--- src/rtl/svm_pwm_capture_pkg.sv ---
// Shared types and helpers for the SVM PWM capture block.
// - cap_state_t : window capture FSM (waiting for halt fall / counting)
// - div_state_t : per-phase divide sequencer
// - q_max()     : full-scale Q1.(w-1) duty value, 2^(w-1)-1
package svm_pwm_capture_pkg;

  localparam int D_WIDTH_DEFAULT = 16;

  typedef enum logic {
    WAIT_LOW = 1'b0,
    CAPTURE  = 1'b1
  } cap_state_t;

  typedef enum logic [1:0] {
    IDLE  = 2'd0,
    DIV_A = 2'd1,
    DIV_B = 2'd2,
    DIV_C = 2'd3
  } div_state_t;

  function automatic longint unsigned q_max(input int w);
    return (longint'(1) << (w - 1)) - 1;
  endfunction

endpackage

--- src/rtl/svm_pwm_capture_div.sv ---
// Sequential unsigned restoring divider, W quotient bits in W clocks.
// The first iteration runs on the start edge, so a result is ready W
// edges after start and done pulses for one cycle with quo valid.
// Precondition: num[2W-1:W] < den (the quotient fits in W bits).
// Ports:
//   clk, rstb        clock, async active-low reset
//   start            load operands (ignored while busy)
//   num [2W-1:0]     dividend
//   den [W:0]        divisor, non-zero
//   busy             iterations in progress
//   done             one-cycle pulse, quo holds the result
//   quo [W-1:0]      quotient
module svm_pwm_capture_div #(
  parameter int W = 16
) (
  input  logic           clk,
  input  logic           rstb,
  input  logic           start,
  input  logic [2*W-1:0] num,
  input  logic [W:0]     den,
  output logic           busy,
  output logic           done,
  output logic [W-1:0]   quo
);

  localparam int CW = $clog2(W);

  logic [W:0]    rem_q, rem_in, rem_nx;
  logic [W-1:0]  lo_q, lo_in, lo_nx;
  logic [W-1:0]  quo_q, quo_in, quo_nx;
  logic [CW-1:0] cnt_q;
  logic          busy_q, done_q;
  logic [W+1:0]  trial;
  logic          go, step, qbit;

  assign go   = start && !busy_q;
  assign step = go || busy_q;

  // One restoring step: shift the next dividend bit into the partial
  // remainder and subtract the divisor when it fits.
  always_comb begin
    rem_in = go ? {1'b0, num[2*W-1:W]} : rem_q;
    lo_in  = go ? num[W-1:0] : lo_q;
    quo_in = go ? '0 : quo_q;
    trial  = {rem_in, lo_in[W-1]};
    qbit   = (trial >= {1'b0, den});
    rem_nx = qbit ? (trial[W:0] - den) : trial[W:0];
    lo_nx  = {lo_in[W-2:0], 1'b0};
    quo_nx = {quo_in[W-2:0], qbit};
  end

  always_ff @(posedge clk or negedge rstb) begin
    if (!rstb) begin
      rem_q  <= '0;
      lo_q   <= '0;
      quo_q  <= '0;
      cnt_q  <= '0;
      busy_q <= 1'b0;
      done_q <= 1'b0;
    end else begin
      if (step) begin
        rem_q <= rem_nx;
        lo_q  <= lo_nx;
        quo_q <= quo_nx;
      end
      if (go) begin
        cnt_q  <= CW'(W - 1);
        busy_q <= 1'b1;
        done_q <= 1'b0;
      end else if (busy_q) begin
        cnt_q <= cnt_q - 1'b1;
        if (cnt_q == CW'(1)) begin
          busy_q <= 1'b0;
          done_q <= 1'b1;
        end
      end else begin
        done_q <= 1'b0;
      end
    end
  end

  assign busy = busy_q;
  assign done = done_q;
  assign quo  = quo_q;

endmodule

--- src/rtl/svm_pwm_capture.sv ---
// Measures pwmA/B/C high time inside each halt-low window and reports a
// Q1.(D_WIDTH-1) duty word per phase plus the window length.
// Ports:
//   clk, rstb           clock, async active-low reset
//   pwmA/B/C, halt      asynchronous inputs, synchronised internally
//   dA/dB/dC            duty results (saturated to q_max)
//   period              halt-low cycle count of the reported window
//   out_valid/out_ready result handshake
//   overrun             sticky: a completed window was dropped
//   timeout             sticky: halt stayed low too long
//   dbg_state           {cap_state, div_state, divider busy}
//
// Handshake: a result transfers on a posedge with out_valid & out_ready.
// out_valid stays high and dA/dB/dC/period stay constant until then;
// out_valid does not depend on out_ready.
module svm_pwm_capture
  import svm_pwm_capture_pkg::*;
#(
  parameter int D_WIDTH     = D_WIDTH_DEFAULT,
  parameter int SYNC_STAGES = 2
) (
  input  logic               clk,
  input  logic               rstb,
  input  logic               pwmA,
  input  logic               pwmB,
  input  logic               pwmC,
  input  logic               halt,
  output logic [D_WIDTH-1:0] dA,
  output logic [D_WIDTH-1:0] dB,
  output logic [D_WIDTH-1:0] dC,
  output logic [D_WIDTH:0]   period,
  output logic               out_valid,
  input  logic               out_ready,
  output logic               overrun,
  output logic               timeout,
  output logic [3:0]         dbg_state
);

  localparam int                 PW       = D_WIDTH + 1;
  localparam logic [PW-1:0]      PER_LAST = {PW{1'b1}} - 1'b1;
  localparam logic [D_WIDTH-1:0] Q_MAX    = D_WIDTH'(q_max(D_WIDTH));

  function automatic logic [D_WIDTH-1:0] sat_q(input logic [D_WIDTH-1:0] q);
    return (q > Q_MAX) ? Q_MAX : q;
  endfunction

  // Synchronisers: bit 3 = halt, bits 2:0 = pwmC/B/A, all with equal delay
  // so the counted pwm samples line up with the counted halt-low cycles.
  logic [3:0] sync_q [SYNC_STAGES];
  logic       hs, hs_d, fall, rise;
  logic [2:0] pwm_s;

  always_ff @(posedge clk or negedge rstb) begin
    if (!rstb) begin
      for (int i = 0; i < SYNC_STAGES; i++) sync_q[i] <= '0;
      hs_d <= 1'b0;
    end else begin
      sync_q[0] <= {halt, pwmC, pwmB, pwmA};
      for (int i = 1; i < SYNC_STAGES; i++) sync_q[i] <= sync_q[i-1];
      hs_d <= hs;
    end
  end

  assign hs    = sync_q[SYNC_STAGES-1][3];
  assign pwm_s = sync_q[SYNC_STAGES-1][2:0];
  assign fall  = !hs && hs_d;
  assign rise  = hs && !hs_d;

  cap_state_t    cap_state, cap_next;
  div_state_t    div_state, div_next;
  logic [PW-1:0] per_cnt;
  logic [PW-1:0] hi_cnt [3];
  logic          to_hit, cnt_start, cnt_inc, win_close, win_take, to_fire;
  logic          div_start, div_busy, div_done, out_load;
  logic [PW-1:0] num_hi, div_den;
  logic [D_WIDTH-1:0] div_quo, q_a, q_b;
  logic [PW-1:0] sh_hi_b, sh_hi_c, sh_per;

  // Counting the next low cycle would make per_cnt reach all-ones.
  assign to_hit = !hs && (per_cnt == PER_LAST);

  // Capture FSM: state register / next state / outputs.
  always_ff @(posedge clk or negedge rstb) begin
    if (!rstb) cap_state <= WAIT_LOW;
    else       cap_state <= cap_next;
  end

  always_comb begin
    cap_next = cap_state;
    case (cap_state)
      WAIT_LOW: if (fall) cap_next = CAPTURE;
      CAPTURE:  if (rise || to_hit) cap_next = WAIT_LOW;
      default:  cap_next = WAIT_LOW;
    endcase
  end

  // The falling-edge cycle is itself the first low cycle, so it is counted.
  always_comb begin
    cnt_start = (cap_state == WAIT_LOW) && fall;
    cnt_inc   = (cap_state == CAPTURE) && !hs && !to_hit;
    win_close = (cap_state == CAPTURE) && rise;
    to_fire   = (cap_state == CAPTURE) && to_hit;
    // Acceptance is judged before any same-cycle handshake accept.
    win_take  = win_close && (div_state == IDLE) && !out_valid;
  end

  always_ff @(posedge clk or negedge rstb) begin
    if (!rstb) begin
      per_cnt <= '0;
      for (int i = 0; i < 3; i++) hi_cnt[i] <= '0;
    end else if (cnt_start) begin
      per_cnt <= PW'(1);
      for (int i = 0; i < 3; i++) hi_cnt[i] <= PW'(pwm_s[i]);
    end else if (cnt_inc) begin
      per_cnt <= per_cnt + 1'b1;
      for (int i = 0; i < 3; i++) hi_cnt[i] <= hi_cnt[i] + PW'(pwm_s[i]);
    end else begin
      per_cnt <= '0;
      for (int i = 0; i < 3; i++) hi_cnt[i] <= '0;
    end
  end

  // Divide sequencer: state register / next state / outputs.
  always_ff @(posedge clk or negedge rstb) begin
    if (!rstb) div_state <= IDLE;
    else       div_state <= div_next;
  end

  always_comb begin
    div_next = div_state;
    case (div_state)
      IDLE:    if (win_take) div_next = DIV_A;
      DIV_A:   if (div_done) div_next = DIV_B;
      DIV_B:   if (div_done) div_next = DIV_C;
      DIV_C:   if (div_done) div_next = IDLE;
      default: div_next = IDLE;
    endcase
  end

  // Phase A starts straight from the live counters on the closing edge;
  // B and C come from the shadow copies taken on that same edge.
  always_comb begin
    div_start = win_take ||
                (div_done && ((div_state == DIV_A) || (div_state == DIV_B)));
    out_load  = div_done && (div_state == DIV_C);
    case (div_state)
      IDLE:    num_hi = hi_cnt[0];
      DIV_A:   num_hi = sh_hi_b;
      default: num_hi = sh_hi_c;
    endcase
    div_den = (div_state == IDLE) ? per_cnt : sh_per;
  end

  svm_pwm_capture_div #(.W(D_WIDTH)) u_div (
    .clk   (clk),
    .rstb  (rstb),
    .start (div_start),
    .num   ({num_hi, {(D_WIDTH-1){1'b0}}}),
    .den   (div_den),
    .busy  (div_busy),
    .done  (div_done),
    .quo   (div_quo)
  );

  always_ff @(posedge clk or negedge rstb) begin
    if (!rstb) begin
      sh_hi_b   <= '0;
      sh_hi_c   <= '0;
      sh_per    <= '0;
      q_a       <= '0;
      q_b       <= '0;
      dA        <= '0;
      dB        <= '0;
      dC        <= '0;
      period    <= '0;
      out_valid <= 1'b0;
      overrun   <= 1'b0;
      timeout   <= 1'b0;
    end else begin
      if (win_take) begin
        sh_hi_b <= hi_cnt[1];
        sh_hi_c <= hi_cnt[2];
        sh_per  <= per_cnt;
      end
      if (div_done && (div_state == DIV_A)) q_a <= div_quo;
      if (div_done && (div_state == DIV_B)) q_b <= div_quo;
      if (out_load) begin
        dA        <= sat_q(q_a);
        dB        <= sat_q(q_b);
        dC        <= sat_q(div_quo);
        period    <= sh_per;
        out_valid <= 1'b1;
      end else if (out_valid && out_ready) begin
        out_valid <= 1'b0;
      end
      if (win_close && !win_take) overrun <= 1'b1;
      if (to_fire)                timeout <= 1'b1;
    end
  end

  assign dbg_state = {cap_state, div_state, div_busy};

endmodule

--- config.mk ---
export PLATFORM = sky130hd
export DESIGN_NAME = svm_pwm_capture
export DESIGN_NICKNAME = d
export VERILOG_FILES = /design/src/rtl/svm_pwm_capture_pkg.sv /design/src/rtl/svm_pwm_capture_div.sv /design/src/rtl/svm_pwm_capture.sv
export SDC_FILE = /design/constraint.sdc
export NUM_CORES = 1
export LEC_CHECK = 0
export CAP_MARGIN = 20
export CORE_ASPECT_RATIO = 1.1
export CORE_MARGIN = 4
export CORE_UTILIZATION = 35
export DETAILED_ROUTE_END_ITERATION = 10
export DONT_BUFFER_PORTS = 1
export SYNTH_ARGS = -nofsm -noshare
export SYNTH_HDL_FRONTEND = slang
export SYNTH_SLANG_ARGS = --single-unit
--- constraint.sdc ---
create_clock -name clk -period 10.4 [get_ports clk]
set_input_delay 2.08 -clock clk [delete_from_list [all_inputs] [get_ports clk]]
set_output_delay 2.08 -clock clk [all_outputs]
set_load 0.03 [all_outputs]
==> key figures, run 1 <==
STA
  • Clk_skew: approximately 14 ps
  • Hold Fails Final Rpt: 0
  • Final Slew Violations: 0
  • Worst slew pin tran: 955 ps
  • RSZ-0062 raised after global routing: false
  • Peak Freq: 188 MHz
  • Endpoints failing setup: 0
  • Hold WS: between 300 and 400 ps
  • Setup TNS: 0 ps
  • Final period util: 0.510
  • Tmin final: 5310 ps
  • Final setup margin: 5090 ps
  • Relative slew slack: 0.362

Drt
  • Post-DRT Antenna Nets: 0
  • Drc violations: 0
  • Total Wirelength: ~26 mm
  • WL/cell: roughly 17 µm
  • Vias: around 8000
  • DR vias/cell: between 5 and 6
  • First drt pass iteration count: 5
  • DR iter-0 viols: slightly above 500

Synthesis
  • Predominant post-synthesis flop cell: dfrtp_1
  • Flop and latch count out of synthesis: 270
  • Ys async rst share: 1.00
  • Distinct cells, synth: 56
  • Mapped cell area: 0.0124 mm²
  • Sequential area share after synthesis: 0.546
  • Post-synth EDFFs: 0
  • Post-Syn Instances: roughly 1100
  • Syn Nets: around 1200
  • Count of warnings emitted by yosys: 0
  • Synthesized area per cell: between 10 and 15 µm²

Critical path
  • CP max FO: 40
  • Critical path class: reg2reg
  • Critical R2R Launch: div_state[0]
  • Crit path DAT: 5750 ps
  • CP startpoint kind: flop
  • CP required: 10840 ps
  • Crit. Startpoint: div_state[0]
  • Setup crit end kind: flop
  • Critical R2R Capture: u_div.rem_q[0]
  • Path depth of the worst reg2reg path: 14
  • Reg2reg setup slack: 5090 ps

Global routing
  • First-pass GRT wire length: between 40 and 50 mm
  • Number of global-route vias before repair: between 7000 and 8000
  • Antenna violations before repair: 0
  • GR Overflow Total: 0
  • Largest net degree at the start of global routing: 271
  • GR Util All Layers: 0.133

Final layout
  • Diode count: 0
  • Layout cell share with drive strength beyond 1: 0.166
  • Finished Cell Area: ~0.014 mm²
  • Layout Utilization: 0.392
  • Layout area overhead: 10.8%
  • Nets@finish: 1150

Clock network
  • Hold_buf cts: 0
  • Post-CTS Setup Bufs: 0
  • H-Tree Depth: 1
  • CTS tree: done
  • Clock transition at path regs: around 60 ps
  • # resized after CTS: 0
  • Clock buffer depth: 3
  • TritonCTS Buffers: 30
  • Clock sinks: 270
  • Skew-Pair Late Insertion Delay: 550 ps
  • Clk root buf: clkbuf_16

Place
  • Placer Congestion: 0.818
  • Port Buf Inserts: 0
  • Worst slack at placement: around 5100 ps
  • Hpwl dp: between 15 and 20 mm
  • Area after DPL: 0.0127 mm²

Floorplan
  • Core Region: 0.0350 mm²
  • Die X: approximately 190 µm
  • Total die area: just under 0.04 mm²
  • IO Pins: 79
  • Die Height: 205 µm
  • # rows: slightly above 70
  • Starting Density: 0.353

Power and ir drop
  • Max VDD drop: 0.136 mV
  • Pwr/cell area: 267 mW/mm²
  • Leakage: ~6 nW

Min path
  • HP Start: sync_q[6]
  • Worst Hold Depth: 0
  • WHS Endpoint: pwm_s[2]
  • Worst hold path type: reg2reg

Outcome
  • Status: finished, final reports clean

Flow run
  • MaxCap Viol Count: 0
==> state kept, by name, summed over array words and instances (netlist names), 2 cells and up <==
name	flops
u_div.quo	16
sh_hi_b	17
per_cnt	17
period	17
hi_cnt	51
dA	16
sh_hi_c	17
div_state	2
dC	16
dB	16
u_div.rem_q	17
q_b	16
sh_per	17
sync_q	4
pwm_s	3
q_a	16
u_div.cnt_q	4
==> layout by cell type, fill, tap and decap left out, types with 18 or more instances in the layout <==
cell type / instances
xor2_1: 45
xnor2_1: 28
nand3_1: 29
a21oi_1: 39
nor2_1: 161
nand2_1: 117
a22oi_1: 19
dfrtp_1: 270
mux2_2: 102
ha_1: 30
a22o_1: 18
and3_1: 20
clkbuf_16: 30
o21ai_0: 60
==> cell type report <==
class                      instances  area [µm²]
clock buffer                      37         817
clock inverter                    18         148
fill                            3391       21300
inverter                          10        37.5
multi-input combinational        791        5330
sequential                       270        6760
tap                              444         556
timing repair buffer               8        80.1
==> worst max-delay path, stage by stage (launching register included) <==
cell and delay (ps):
dfrtp_1 560, inv_1 170, ha_2 170, buf_4 470
or3b_4 480, a21oi_4 760, a31oi_2 290, fa_1 530
a21oi_1 220, o211ai_1 250, a22oi_1 280, a21oi_2 160
a21oi_4 430, o221ai_1 220, o21a_1 160
==> cells by family after synthesis <==
group | count (synthesis) | share of synthesized area
flops | 270 | 0.546
simple gates | 376 | 0.133
mux | 118 | 0.106
compound gates | 192 | 0.105
xor+xnor | 73 | 0.0516
fa+ha+maj | 32 | 0.0329
buf+inv | 70 | 0.0262
==> report_power, final <==
group          leakage, nW  internal (mW)  switching, mW
Sequential            3.64           1.23          0.286
Clock                0.472          0.585          0.432
Combinational         2.02          0.470          0.653
==> Yosys cell counts, drive strengths merged (3+ instances only) <==
cell type    n  share of area
ha          31          0.031
a22oi       19          0.012
a22o        18          0.013
o21a         5         0.0030
nor4         3         0.0015
a31oi       20          0.017
and2         8         0.0040
and4         3         0.0021
o21ai       64          0.026
and3        20          0.010
a21oi       43          0.020
nor3b        4         0.0032
buf         20          0.011
nand3b       3         0.0018
inv         10         0.0030
nor3         5         0.0020
o21bai       3         0.0018
xnor2       28          0.020
a21o         6         0.0042
nand2b       4         0.0020
nor2b        3         0.0015
clkbuf      40          0.012
nor2       161          0.049
mux2i       16          0.013
mux2       102          0.093
xor2        45          0.032
dfrtp      270           0.55
nand3       29          0.012
nand4       10         0.0051
nand2      118          0.036
==> worst max path at each step <==
stage | end | cells past startpoint
6_report | u_div.rem_q[0] | 14
5_1_grt | u_div.rem_q[0] | 14
4_1_cts | u_div.rem_q[0] | 14
3_5_place_dp | u_div.rem_q[0] | 14
3_3_place_gp | u_div.rem_q[0] | 14
2_1_floorplan | u_div.rem_q[13] | 16
==> stage by stage <==
| stage | cells | total power, mW |
|---|---|---|
| 6_report | 1578 | 3.66 |
| 3_3_place_gp | 1521 | 2.63 |
| 4_1_cts | 1576 | 3.69 |
| 5_1_grt | 1578 | 3.91 |
| 3_5_place_dp | 1521 | 2.66 |
| 2_1_floorplan | 1131 | 2.38 |
==> layer usage <==
| metal | wire (µm) | global-route usage |
|---|---|---|
| met3 | 1280 | 0.0266 |
| met1 | 11900 | 0.182 |
| met5 | 0 | 0 |
| met2 | 12400 | 0.221 |
| met4 | 540 | 0.0296 |
(Power assumes the default switching activity.)
==> run 2, diff against run 1 <==
==> constraint.sdc (replaced) <==
create_clock -name clk -period 4.9 [get_ports clk]
set_input_delay 0.98 -clock clk [delete_from_list [all_inputs] [get_ports clk]]
set_output_delay 0.98 -clock clk [all_outputs]
set_load 0.03 [all_outputs]
==> run 2 against run 1 <==
Final cell count rose by 0.32%. Clock-buffer cell count up 6. Combinational power rose by 120%. Wire length increased by 1.0%. Non-clock buffer count is 5 higher. Global-route usage rose by 0.22 points. Critical path depth decreased by 1. Hold slack worse by 220 ps. Critical path type unchanged. Clock power grew 130%. Die area is the same. Worst setup slack lost 4600 ps. Final area increased by 1.1%.
==> key figures, run 2 (same netlist as run 1, synthesis figures left out) <==
Global routing
  • GR Overflow Total: 0 (unchanged)
  • Met2 Usage GRT: 0.227 (+0.00624)
  • Number of global-route vias before repair: 7998 (+1.1%)
  • First-pass GRT wire length: 43.4 mm (+0.96%)
  • GRT busiest layer: met2
  • GR Util met1: 0.182 (+0.000376)
  • Met3 GRT Util: 0.0271 (+0.000509)
  • Antenna violations before repair: 0 (unchanged)
  • GR Util All Layers: 0.135 (+0.00216)
  • Largest net degree at the start of global routing: 271 (unchanged)

Final layout
  • Filler instances: 3334 (-1.7%)
  • Commonest non-fill, non-tap cells in the layout: dfrtp_1, nor2_1, nand2_1
  • Max reg flops: 51 (unchanged)
  • Commonest non-fill, non-tap cell in the layout: dfrtp_1
  • Layout cell share with drive strength beyond 1: 0.169 (+0.00278)
  • Layout area overhead: 12.1%
  • Register with the most flip-flops: hi_cnt
  • Nets@finish: 1155 (+0.43%)
  • Layout Utilization: 0.396 (+0.00439)
  • Diode count: 0 (unchanged)

STA
  • Final Slew Violations: 0 (unchanged)
  • RSZ-0062 raised after global routing: false
  • Endpoints failing setup: 0 (unchanged)
  • Final period util: 0.902 (+0.391)
  • Worst slew pin tran: 914 ps (-41.0 ps)
  • Relative slew slack: 0.389 (+0.0269)
  • Tmin final: 4420 ps (-888 ps)
  • Peak Freq: 226 MHz (+20%)
  • Setup TNS: 0 ps (unchanged)
  • Hold Fails Final Rpt: 0 (unchanged)
  • Clk_skew: 12.4 ps (-1.62 ps)

Flow run
  • MaxCap Viol Count: 0 (unchanged)

Critical path
  • Path depth of the worst reg2reg path: 13 (-1)
  • Reg2reg setup slack: 480 ps (-4610 ps)
  • Critical R2R Capture: u_div.rem_q[0]
  • CP max FO: 25 (-38%)
  • CP required: 5330 ps (-5510 ps)
  • Crit path DAT: 4840 ps (-910 ps)
  • Critical R2R Launch: cap_state
  • Setup crit end kind: flop
  • CP startpoint kind: flop
  • Critical path class: reg2reg

Clock network
  • Clock sinks: 270 (unchanged)
  • CTS tree: done
  • Skew-Pair Late Insertion Delay: 540 ps (about the same)
  • # resized after CTS: 0 (unchanged)
  • Clk root buf: clkbuf_16
  • H-Tree Depth: 1 (unchanged)
  • Post-CTS Setup Bufs: 0 (unchanged)
  • TritonCTS Buffers: 30 (unchanged)
  • Clock transition at path regs: 60 ps (about the same)
  • Hold_buf cts: 0 (unchanged)
  • Clock buffer depth: 3 (unchanged)

Drt
  • Total Wirelength: 26.4 mm (+1.0%)
  • DR vias/cell: 5.07 (about the same)
  • First drt pass iteration count: 7 (+2)
  • DR iter-0 viols: 449 (-12%)
  • Vias: 8025 (+0.30%)
  • Drc violations: 0 (unchanged)
  • WL/cell: 16.7 µm (+0.72%)
  • Post-DRT Antenna Nets: 0 (unchanged)

Floorplan
  • Die Height: 205 µm (unchanged)
  • # rows: 72 (unchanged)
  • Core Region: 0.0350 mm² (unchanged)
  • Die X: 187 µm (unchanged)
  • Total die area: 0.0385 mm² (unchanged)
  • IO Pins: 79 (unchanged)
  • Starting Density: 0.353 (unchanged)

Power and ir drop
  • Leakage: 6.22 nW (+1.5%)
  • Pwr/cell area: 578 mW/mm² (+120%)
  • Switching portion of total power: 0.361 (-0.0139)
  • Seq pwr share: 0.399 (-0.016)
  • Logic pwr share: 0.303 (-0.004)
  • Max VDD drop: 0.323 mV (+140%)
  • Int Pwr: 5.13 mW (+120%)
  • Clock Power Share: 0.297 (+0.019)
  • Psw: 2.89 mW (+110%)

Min path
  • Worst hold path type: in2async

Outcome
  • Status: finished, final reports clean

Place
  • Hpwl dp: 17.7 mm (+2.7%)
  • Port Buf Inserts: 0 (unchanged)
  • Placer Congestion: 0.876 (+7.0%)
-- run 2: changes by cell type in the layout (fill, tap and decap cells not counted), sizes merged --
cell / change
inv: +1
clkinvlp: -4
buf: +5
clkbuf: +6
clkinv: -6
bufinv: +3
-- run 2: worst max-delay path: stages (launching register included) --
cell	delay [ps]
dfrtp_1	580
nand3b_1	360
or3b_4	520
a21oi_4	300
buf_12	220
a31oi_2	160
fa_1	480
a21oi_1	240
o211ai_1	210
a22oi_1	270
a21oi_2	160
a21oi_4	430
o221ai_1	210
o21a_1	160
-- run 2: worst max-delay path by stage --
stage	endpoint	slack, ps	start	depth (start not counted)
detailed placement	u_div.rem_q[0]	520	cap_state	13
floorplan	u_div.rem_q[13]	1070	div_state[0]	16
global route	u_div.rem_q[13]	130	cap_state	14
finish	u_div.rem_q[0]	480	cap_state	13
global placement	u_div.rem_q[0]	600	cap_state	13
CTS	u_div.rem_q[0]	500	cap_state	13
-- run 2: metrics by stage --
step	area, µm²	instances	setup slack [ps]	hold slack (ps)	power (mW)
finish	13900	1583	483	131	8.02
global route	13900	1583	127	104	8.56
floorplan	12400	1131	1070	331	5.06
CTS	13800	1582	502	109	8.11
global placement	12800	1527	599	335	5.66
detailed placement	12800	1527	520	342	5.70
-- run 2: power groups by stage --
stage          logic (mW)  registers [mW]  clock network, mW
2_1_floorplan        1.98            3.08                  0
3_3_place_gp         2.41            3.25                  0
3_5_place_dp         2.44            3.26                  0
4_1_cts              2.45            3.22               2.44
5_1_grt              2.75            3.27               2.55
6_report             2.43            3.20               2.38
-- run 2: layout make-up --
cell class	count	area [µm²]	share of cell area
Sequential cell	270	6760	0.487
Multi-Input combinational cell	791	5330	0.384
Clock buffer	43	901	0.0649
Tap cell	444	556	0.0400
Clock inverter	12	168	0.0121
Timing Repair Buffer	13	130	0.00938
Inverter	10	37.5	0.00270
-- run 2: routing by layer --
layer / vias to the layer above / part of all wire
met5: - / 0
met2: 158 / 0.47
met3: 34 / 0.048
met1: 3965 / 0.46
li1: 3868 / -
met4: 0 / 0.018
